### src/rtl/memory_game_sequencer.sv
// Round controller for the melody-memory game: plays the target melody, checks
// the player's presses, pulses success/fail into the jingle player and sequences levels.
module memory_game_sequencer #(
    parameter int unsigned TICK_DIV      = 5_000_000,
    parameter int unsigned NOTE_TICKS    = 2,
    parameter int unsigned GAP_TICKS     = 1,
    parameter int unsigned TIMEOUT_TICKS = 20,
    parameter int unsigned JINGLE_TICKS  = 12,
    parameter int unsigned START_LEN     = 3,
    parameter int unsigned MAX_LEN       = 8
) (
    input  logic       clk,
    input  logic       reset,
    input  logic       start,
    input  logic [3:0] keys,
    output logic [3:0] note_out,
    output logic [3:0] led_out,
    output logic       success,
    output logic       fail,
    output logic       jingle_active,
    output logic [2:0] level,
    output logic       won
);

    localparam int unsigned PRE_W = (TICK_DIV > 1) ? $clog2(TICK_DIV) : 1;
    localparam int unsigned T_A   = (NOTE_TICKS > GAP_TICKS) ? NOTE_TICKS : GAP_TICKS;
    localparam int unsigned T_B   = (TIMEOUT_TICKS > JINGLE_TICKS) ? TIMEOUT_TICKS : JINGLE_TICKS;
    localparam int unsigned T_MAX = (T_A > T_B) ? T_A : T_B;
    localparam int unsigned TW    = $clog2(T_MAX + 1);

    localparam logic [PRE_W-1:0] PRE_LAST     = PRE_W'(TICK_DIV - 1);
    localparam logic [TW-1:0]    NOTE_LAST    = TW'(NOTE_TICKS - 1);
    localparam logic [TW-1:0]    GAP_LAST     = TW'(GAP_TICKS - 1);
    localparam logic [TW-1:0]    TIMEOUT_LAST = TW'(TIMEOUT_TICKS - 1);
    localparam logic [TW-1:0]    JINGLE_LAST  = TW'(JINGLE_TICKS - 1);
    localparam logic [2:0]       START_IDX    = 3'(START_LEN - 1);
    localparam logic [2:0]       MAX_IDX      = 3'(MAX_LEN - 1);

    typedef enum logic [2:0] {
        S_IDLE,
        S_PLAY_ON,
        S_PLAY_OFF,
        S_LISTEN,
        S_WAIT_JINGLE,
        S_WIN
    } state_t;

    function automatic logic [3:0] rom_note(input logic [2:0] i);
        case (i)
            3'd0:    rom_note = 4'd1;
            3'd1:    rom_note = 4'd2;
            3'd2:    rom_note = 4'd3;
            3'd3:    rom_note = 4'd1;
            3'd4:    rom_note = 4'd4;
            3'd5:    rom_note = 4'd2;
            3'd6:    rom_note = 4'd3;
            default: rom_note = 4'd4;
        endcase
    endfunction

    function automatic logic [3:0] key_note(input logic [3:0] k);
        case (k)
            4'b0001: key_note = 4'd1;
            4'b0010: key_note = 4'd2;
            4'b0100: key_note = 4'd3;
            4'b1000: key_note = 4'd4;
            default: key_note = 4'd0;
        endcase
    endfunction

    function automatic logic [3:0] note_led(input logic [3:0] n);
        case (n)
            4'd1:    note_led = 4'b0001;
            4'd2:    note_led = 4'b0010;
            4'd3:    note_led = 4'b0100;
            4'd4:    note_led = 4'b1000;
            default: note_led = 4'b0000;
        endcase
    endfunction

    state_t           r_state, w_state_next;
    logic [PRE_W-1:0] r_pre;
    logic [TW-1:0]    r_tcnt;
    logic [2:0]       r_idx, w_idx_next;
    logic [2:0]       r_level, w_level_next;
    logic [3:0]       r_keys;
    logic             r_success, w_success_next;
    logic             r_fail, w_fail_next;
    logic             r_was_fail, w_was_fail_next;
    logic             w_press_restart, w_restart;
    logic             w_tick, w_press, w_key_ok;
    logic [3:0]       w_rom;

    assign w_tick   = (r_pre == PRE_LAST);
    assign w_rom    = rom_note(r_idx);
    // Press = rising edge of "any key down"; keys held on entry stay ignored until released.
    assign w_press  = (r_keys == 4'b0000) && (keys != 4'b0000);
    assign w_key_ok = $onehot(keys) && (key_note(keys) == w_rom);

    always_ff @(posedge clk or posedge reset) begin
        if (reset) r_state <= S_IDLE;
        else       r_state <= w_state_next;
    end

    always_comb begin
        w_state_next    = r_state;
        w_idx_next      = r_idx;
        w_level_next    = r_level;
        w_success_next  = 1'b0;
        w_fail_next     = 1'b0;
        w_was_fail_next = r_was_fail;
        w_press_restart = 1'b0;
        note_out        = '0;
        led_out         = '0;
        jingle_active   = 1'b0;
        won             = 1'b0;

        case (r_state)
            S_IDLE: begin
                if (start) begin
                    w_state_next = S_PLAY_ON;
                    w_idx_next   = '0;
                end
            end
            S_PLAY_ON: begin
                note_out = w_rom;
                led_out  = note_led(w_rom);
                if (w_tick && r_tcnt == NOTE_LAST) w_state_next = S_PLAY_OFF;
            end
            S_PLAY_OFF: begin
                if (w_tick && r_tcnt == GAP_LAST) begin
                    if (r_idx == r_level) begin
                        w_state_next = S_LISTEN;
                        w_idx_next   = '0;
                    end else begin
                        w_state_next = S_PLAY_ON;
                        w_idx_next   = r_idx + 3'd1;
                    end
                end
            end
            S_LISTEN: begin
                if ($onehot(r_keys)) begin
                    note_out = key_note(r_keys);
                    led_out  = r_keys;
                end
                if (w_press) begin
                    if (w_key_ok && r_idx != r_level) begin
                        w_idx_next      = r_idx + 3'd1;
                        w_press_restart = 1'b1;
                    end else begin
                        w_state_next    = S_WAIT_JINGLE;
                        w_success_next  = w_key_ok;
                        w_fail_next     = !w_key_ok;
                        w_was_fail_next = !w_key_ok;
                    end
                end else if (w_tick && r_tcnt == TIMEOUT_LAST) begin
                    w_state_next    = S_WAIT_JINGLE;
                    w_fail_next     = 1'b1;
                    w_was_fail_next = 1'b1;
                end
            end
            S_WAIT_JINGLE: begin
                jingle_active = 1'b1;
                if (w_tick && r_tcnt == JINGLE_LAST) begin
                    w_idx_next = '0;
                    if (r_was_fail) begin
                        w_state_next = S_PLAY_ON;
                    end else if (r_level == MAX_IDX) begin
                        w_state_next = S_WIN;
                    end else begin
                        w_state_next = S_PLAY_ON;
                        w_level_next = r_level + 3'd1;
                    end
                end
            end
            S_WIN: begin
                led_out = 4'hF;
                won     = 1'b1;
                if (start) begin
                    w_state_next = S_PLAY_ON;
                    w_idx_next   = '0;
                    w_level_next = START_IDX;
                end
            end
            default: w_state_next = S_IDLE;
        endcase

        w_restart = w_press_restart || (w_state_next != r_state);
    end

    always_ff @(posedge clk or posedge reset) begin
        if (reset) begin
            r_pre      <= '0;
            r_tcnt     <= '0;
            r_idx      <= '0;
            r_level    <= START_IDX;
            r_keys     <= '0;
            r_success  <= 1'b0;
            r_fail     <= 1'b0;
            r_was_fail <= 1'b0;
        end else begin
            r_keys     <= keys;
            r_idx      <= w_idx_next;
            r_level    <= w_level_next;
            r_success  <= w_success_next;
            r_fail     <= w_fail_next;
            r_was_fail <= w_was_fail_next;
            if (w_restart) begin
                r_pre  <= '0;
                r_tcnt <= '0;
            end else if (w_tick) begin
                r_pre  <= '0;
                r_tcnt <= r_tcnt + 1'b1;
            end else begin
                r_pre  <= r_pre + 1'b1;
            end
        end
    end

    assign success = r_success;
    assign fail    = r_fail;
    assign level   = r_level;

endmodule

### config.mk
export PLATFORM = sky130hd
export DESIGN_NAME = memory_game_sequencer
export DESIGN_NICKNAME = d
export VERILOG_FILES = /design/src/rtl/memory_game_sequencer.sv
export SDC_FILE = /design/constraint.sdc
export NUM_CORES = 1
export LEC_CHECK = 0
export BUFFER_PORTS_ARGS = -buffer_cell sky130_fd_sc_hd__buf_4
export CORE_MARGIN = 2
export CORE_UTILIZATION = 55
export CTS_CLUSTER_DIAMETER = 80
export DETAILED_ROUTE_END_ITERATION = 10
export MAX_ROUTING_LAYER = met4
export PLACE_DENSITY_LB_ADDON = 0.25
export SLEW_MARGIN = 20
export SYNTH_ARGS = -nofsm -noshare
export SYNTH_HDL_FRONTEND = slang
export SYNTH_SLANG_ARGS = --single-unit
### constraint.sdc
create_clock -name clk -period 3.8 [get_ports clk]
set_clock_uncertainty 0.2 [all_clocks]
set_input_delay 0.76 -clock clk [delete_from_list [all_inputs] [get_ports clk]]
set_output_delay 0.76 -clock clk [all_outputs]
set_load 0.005 [all_outputs]
==> results.json <==
{
  "grt_util_met2_pct": 40.33,
  "synth-seq-cells": 44,
  "cts_sinks": 44,
  "wl_per_cell_um": 16.16,
  "top_usage_layer": "met2",
  "fin_ws_ns": 0.06512,
  "synth_compound_area_share_pct": 10.25,
  "drt_wl_total_um": 7271,
  "ys_warn_count": 0,
  "grt_pass1_vias": 2600,
  "worstSetupStartpoint": "keys[0]",
  "yosysTopAreaCell": "dfrtp_1",
  "synth.distinct_cells": 60,
  "grt_start_max_net_pins": 29,
  "min_period_ns": 3.735,
  "hold_path_class": "input port to asynchronous set/reset pin",
  "antenna_found_initial": 0,
  "num_antenna_cells": 0,
  "slew_viol_final": 0,
  "cellLeakagePower_nw": 1.606,
  "first_iter_violations": 157,
  "numCtsBuffers": 5,
  "reg2reg_slack_ns": 0.88,
  "post-place-ws_ns": -0.1811,
  "layout.cells.non_filler": 450,
  "setup_violations": 0,
  "fin_tns_setup_ns": 0,
  "ys_top_cells_by_count": "43 x dfrtp_1, 34 x nand2_1, 28 x nor4_1, 22 x inv_1, 21 x ha_1",
  "synth.cell_area_mm2": 0.003187,
  "synth_most_common_cell": "dfrtp_1",
  "ys_seq_area_share_pct": 34.59,
  "num_io_pins": 22,
  "cts_buffer_depth": 2,
  "ctsRootBufferMaster": "clkbuf_8",
  "placed_cells": 438,
  "fp-row-count": 27,
  "core-area_mm2": 0.005540,
  "clk_transition_reported_paths_ns": 0.09,
  "place.gp.congestion": 0.9073,
  "muxShareOfSynthArea_pct": 3.965,
  "synth_fa_ha_area_share_pct": 9.501,
  "grt_pass1_wl_um": 12210,
  "start_util_pct": 57.52,
  "reg2reg_from": "r_idx[0]",
  "synth_enable_flop_cells": 0,
  "grt_usage_pct": 24.67,
  "htreeDepth": 2,
  "via_count": 2703,
  "cp-end-kind": "register",
  "synthTopCellsByArea": "dfrtp_1 34%, ha_1 8.2%, nor4_1 5.5%",
  "postSynth.asyncResetShare_pct": 100.0,
  "synth_ff_type": "dfrtp_1",
  "grt_use_met1_pct": 31.29,
  "status": "completed",
  "reg2reg_to": "r_idx[1]",
  "grt_overflow_total": 0,
  "hpwl_um": 5182,
  "cts_tree": "done",
  "syn2layout_area_growth_pct": 14.88,
  "synth_top_family_by_area": "simple AND/OR/NAND/NOR gates",
  "tightestPinTransition_ns": 1.008,
  "maxCapViolCount": 0,
  "synth_xor_area_share_pct": 7.695,
  "r2r_cells": 7,
  "crit_end": "r_idx[1]",
  "critPathLaunchType": "input port",
  "max_freq_mhz": 267.7,
  "whs_ns": 0.3021,
  "fin_crit_sh_pct": 98.29,
  "hold_viol_final": 0,
  "peakVddDrop_uv": 314.8,
  "vias_per_cell": 6.007,
  "required_ns": 3.78,
  "syn_nets": 381,
  "yosys.area_share.simple_pct": 29.05,
  "die_w_um": 80.12,
  "arrival_ns": 3.72,
  "drc": 0,
  "netlist_instances": 351,
  "ant_nets": 0,
  "fillers": 449,
  "path_class": "input port to register",
  "power_density_mw_per_mm2": 308.5,
  "synth_area_per_cell_um2": 9.079,
  "nets": 407,
  "first_pass_iters": 5,
  "portBuffers": 20,
  "die_area_mm2": 0.006419,
  "clkLatencyLatePin_ns": 0.30,
  "slew_headroom_pct": 32.20,
  "final_layout_size_suffix_gt1_share_pct": 16.40,
  "grt.met3_usage_pct": 4.157,
  "critPathMaxFanout": 3,
  "synth_top_area_share_pct": 33.77,
  "dieHeight_um": 80.12
}
sequential cells by signal (all words and copies together) (netlist names):
register and count:
r_pre 23, r_tcnt 5, r_keys 4, level 3, r_idx 3, r_state 3, fail 1, r_was_fail 1
success 1
logic make-up after synthesis:
group / Yosys count
AND/OR/NAND/NOR: 167
buffers and inverters: 38
multiplexers: 11
flip-flops: 44
XOR/XNOR: 28
AO/OA/AOI/OAI: 39
other: 1
adder cells (fa/ha/maj): 23
where the power goes:
group | leakage, nW | internal [mW] | switching (mW) | total (mW)
clock | 0.0541 | 0.195 | 0.167 | 0.362
sequential | 0.572 | 0.508 | 0.0478 | 0.556
combinational | 0.980 | 0.104 | 0.108 | 0.212
total | 1.61 | 0.807 | 0.323 | 1.13
metal layers:
metal / part of all wire [%] / vias to the layer above
li1: - / 1314
met1: 45 / 1295
met2: 49 / 81
met5: 0 / -
met3: 4.3 / 13
met4: 1.9 / 0
through the flow:
step                      cell area [um2]  util, %  total power [mW]
final                                3661    66.08             1.129
after global placement               3496    63.10            0.7588
after CTS                            3607    65.11             1.135
after global routing                 3661    66.08             1.195
after floorplan                      3209        -            0.7046
after detailed placement             3496    63.10            0.7677
timing repair:
action | in CTS | in global routing
gates resized for setup | 0 | 4
setup endpoints to repair | 0 | 5
hold buffers | 0 | 0
buffers inserted | 0 | 4
critical path, stage by stage:
cell and delay (ns):
buf_4 0.09, inv_2 0.04, fa_1 0.53, inv_1 0.04
ha_2 0.18, ha_4 0.22, or3b_4 0.38, a2111oi_4 0.30
nor2_1 0.10, or3_4 0.41, a211o_4 0.38, mux2_4 0.30
layout make-up:
class | instances | area (um2) | share of cell area (%)
inverter | 22 | 82.58 | 2.256
clock inverter | 3 | 42.54 | 1.162
clock buffer | 5 | 68.82 | 1.880
tap | 72 | 90.09 | 2.461
timing repair buffer | 35 | 300.3 | 8.202
multi-input combinational | 269 | 1974 | 53.93
sequential | 44 | 1102 | 30.11
worst min-delay path by stage:
stage | to | start | depth (start not counted) | slack [ns]
floorplan | r_was_fail | r_was_fail | 1 | 0.27
global placement | r_was_fail | r_was_fail | 1 | 0.30
detailed placement | r_was_fail | r_was_fail | 1 | 0.31
CTS | r_pre[7] | reset | 2 | 0.31
global route | r_pre[7] | reset | 2 | 0.33
finish | r_keys[0] | reset | 2 | 0.30
cell usage in the layout (no fill, tap or decap), types with 2 or more instances in the layout:
| cell type | count |
|---|---|
| nand3_1 | 17 |
| buf_4 | 32 |
| buf_12 | 3 |
| and4_1 | 2 |
| nor2b_1 | 4 |
| o311a_1 | 2 |
| nor4b_1 | 4 |
| nor3_1 | 12 |
| mux2i_1 | 7 |
| nand2b_1 | 5 |
| nor4_1 | 28 |
| o32ai_1 | 2 |
| mux2_4 | 3 |
| or4_1 | 2 |
| o211ai_1 | 3 |
| nor2_1 | 19 |
| clkbuf_8 | 5 |
| ha_1 | 19 |
| dfrtp_1 | 43 |
| o31ai_1 | 2 |
| o21ai_0 | 6 |
| xnor2_1 | 18 |
| and2_1 | 5 |
| xor2_1 | 10 |
| and3_1 | 5 |
| a21oi_1 | 7 |
| nor3b_1 | 3 |
| or3_1 | 6 |
| a21o_1 | 3 |
| fa_1 | 2 |
| inv_1 | 20 |
| nand2_1 | 34 |
| o21a_1 | 2 |
| nand4_1 | 10 |
(Power assumes the default switching activity.)
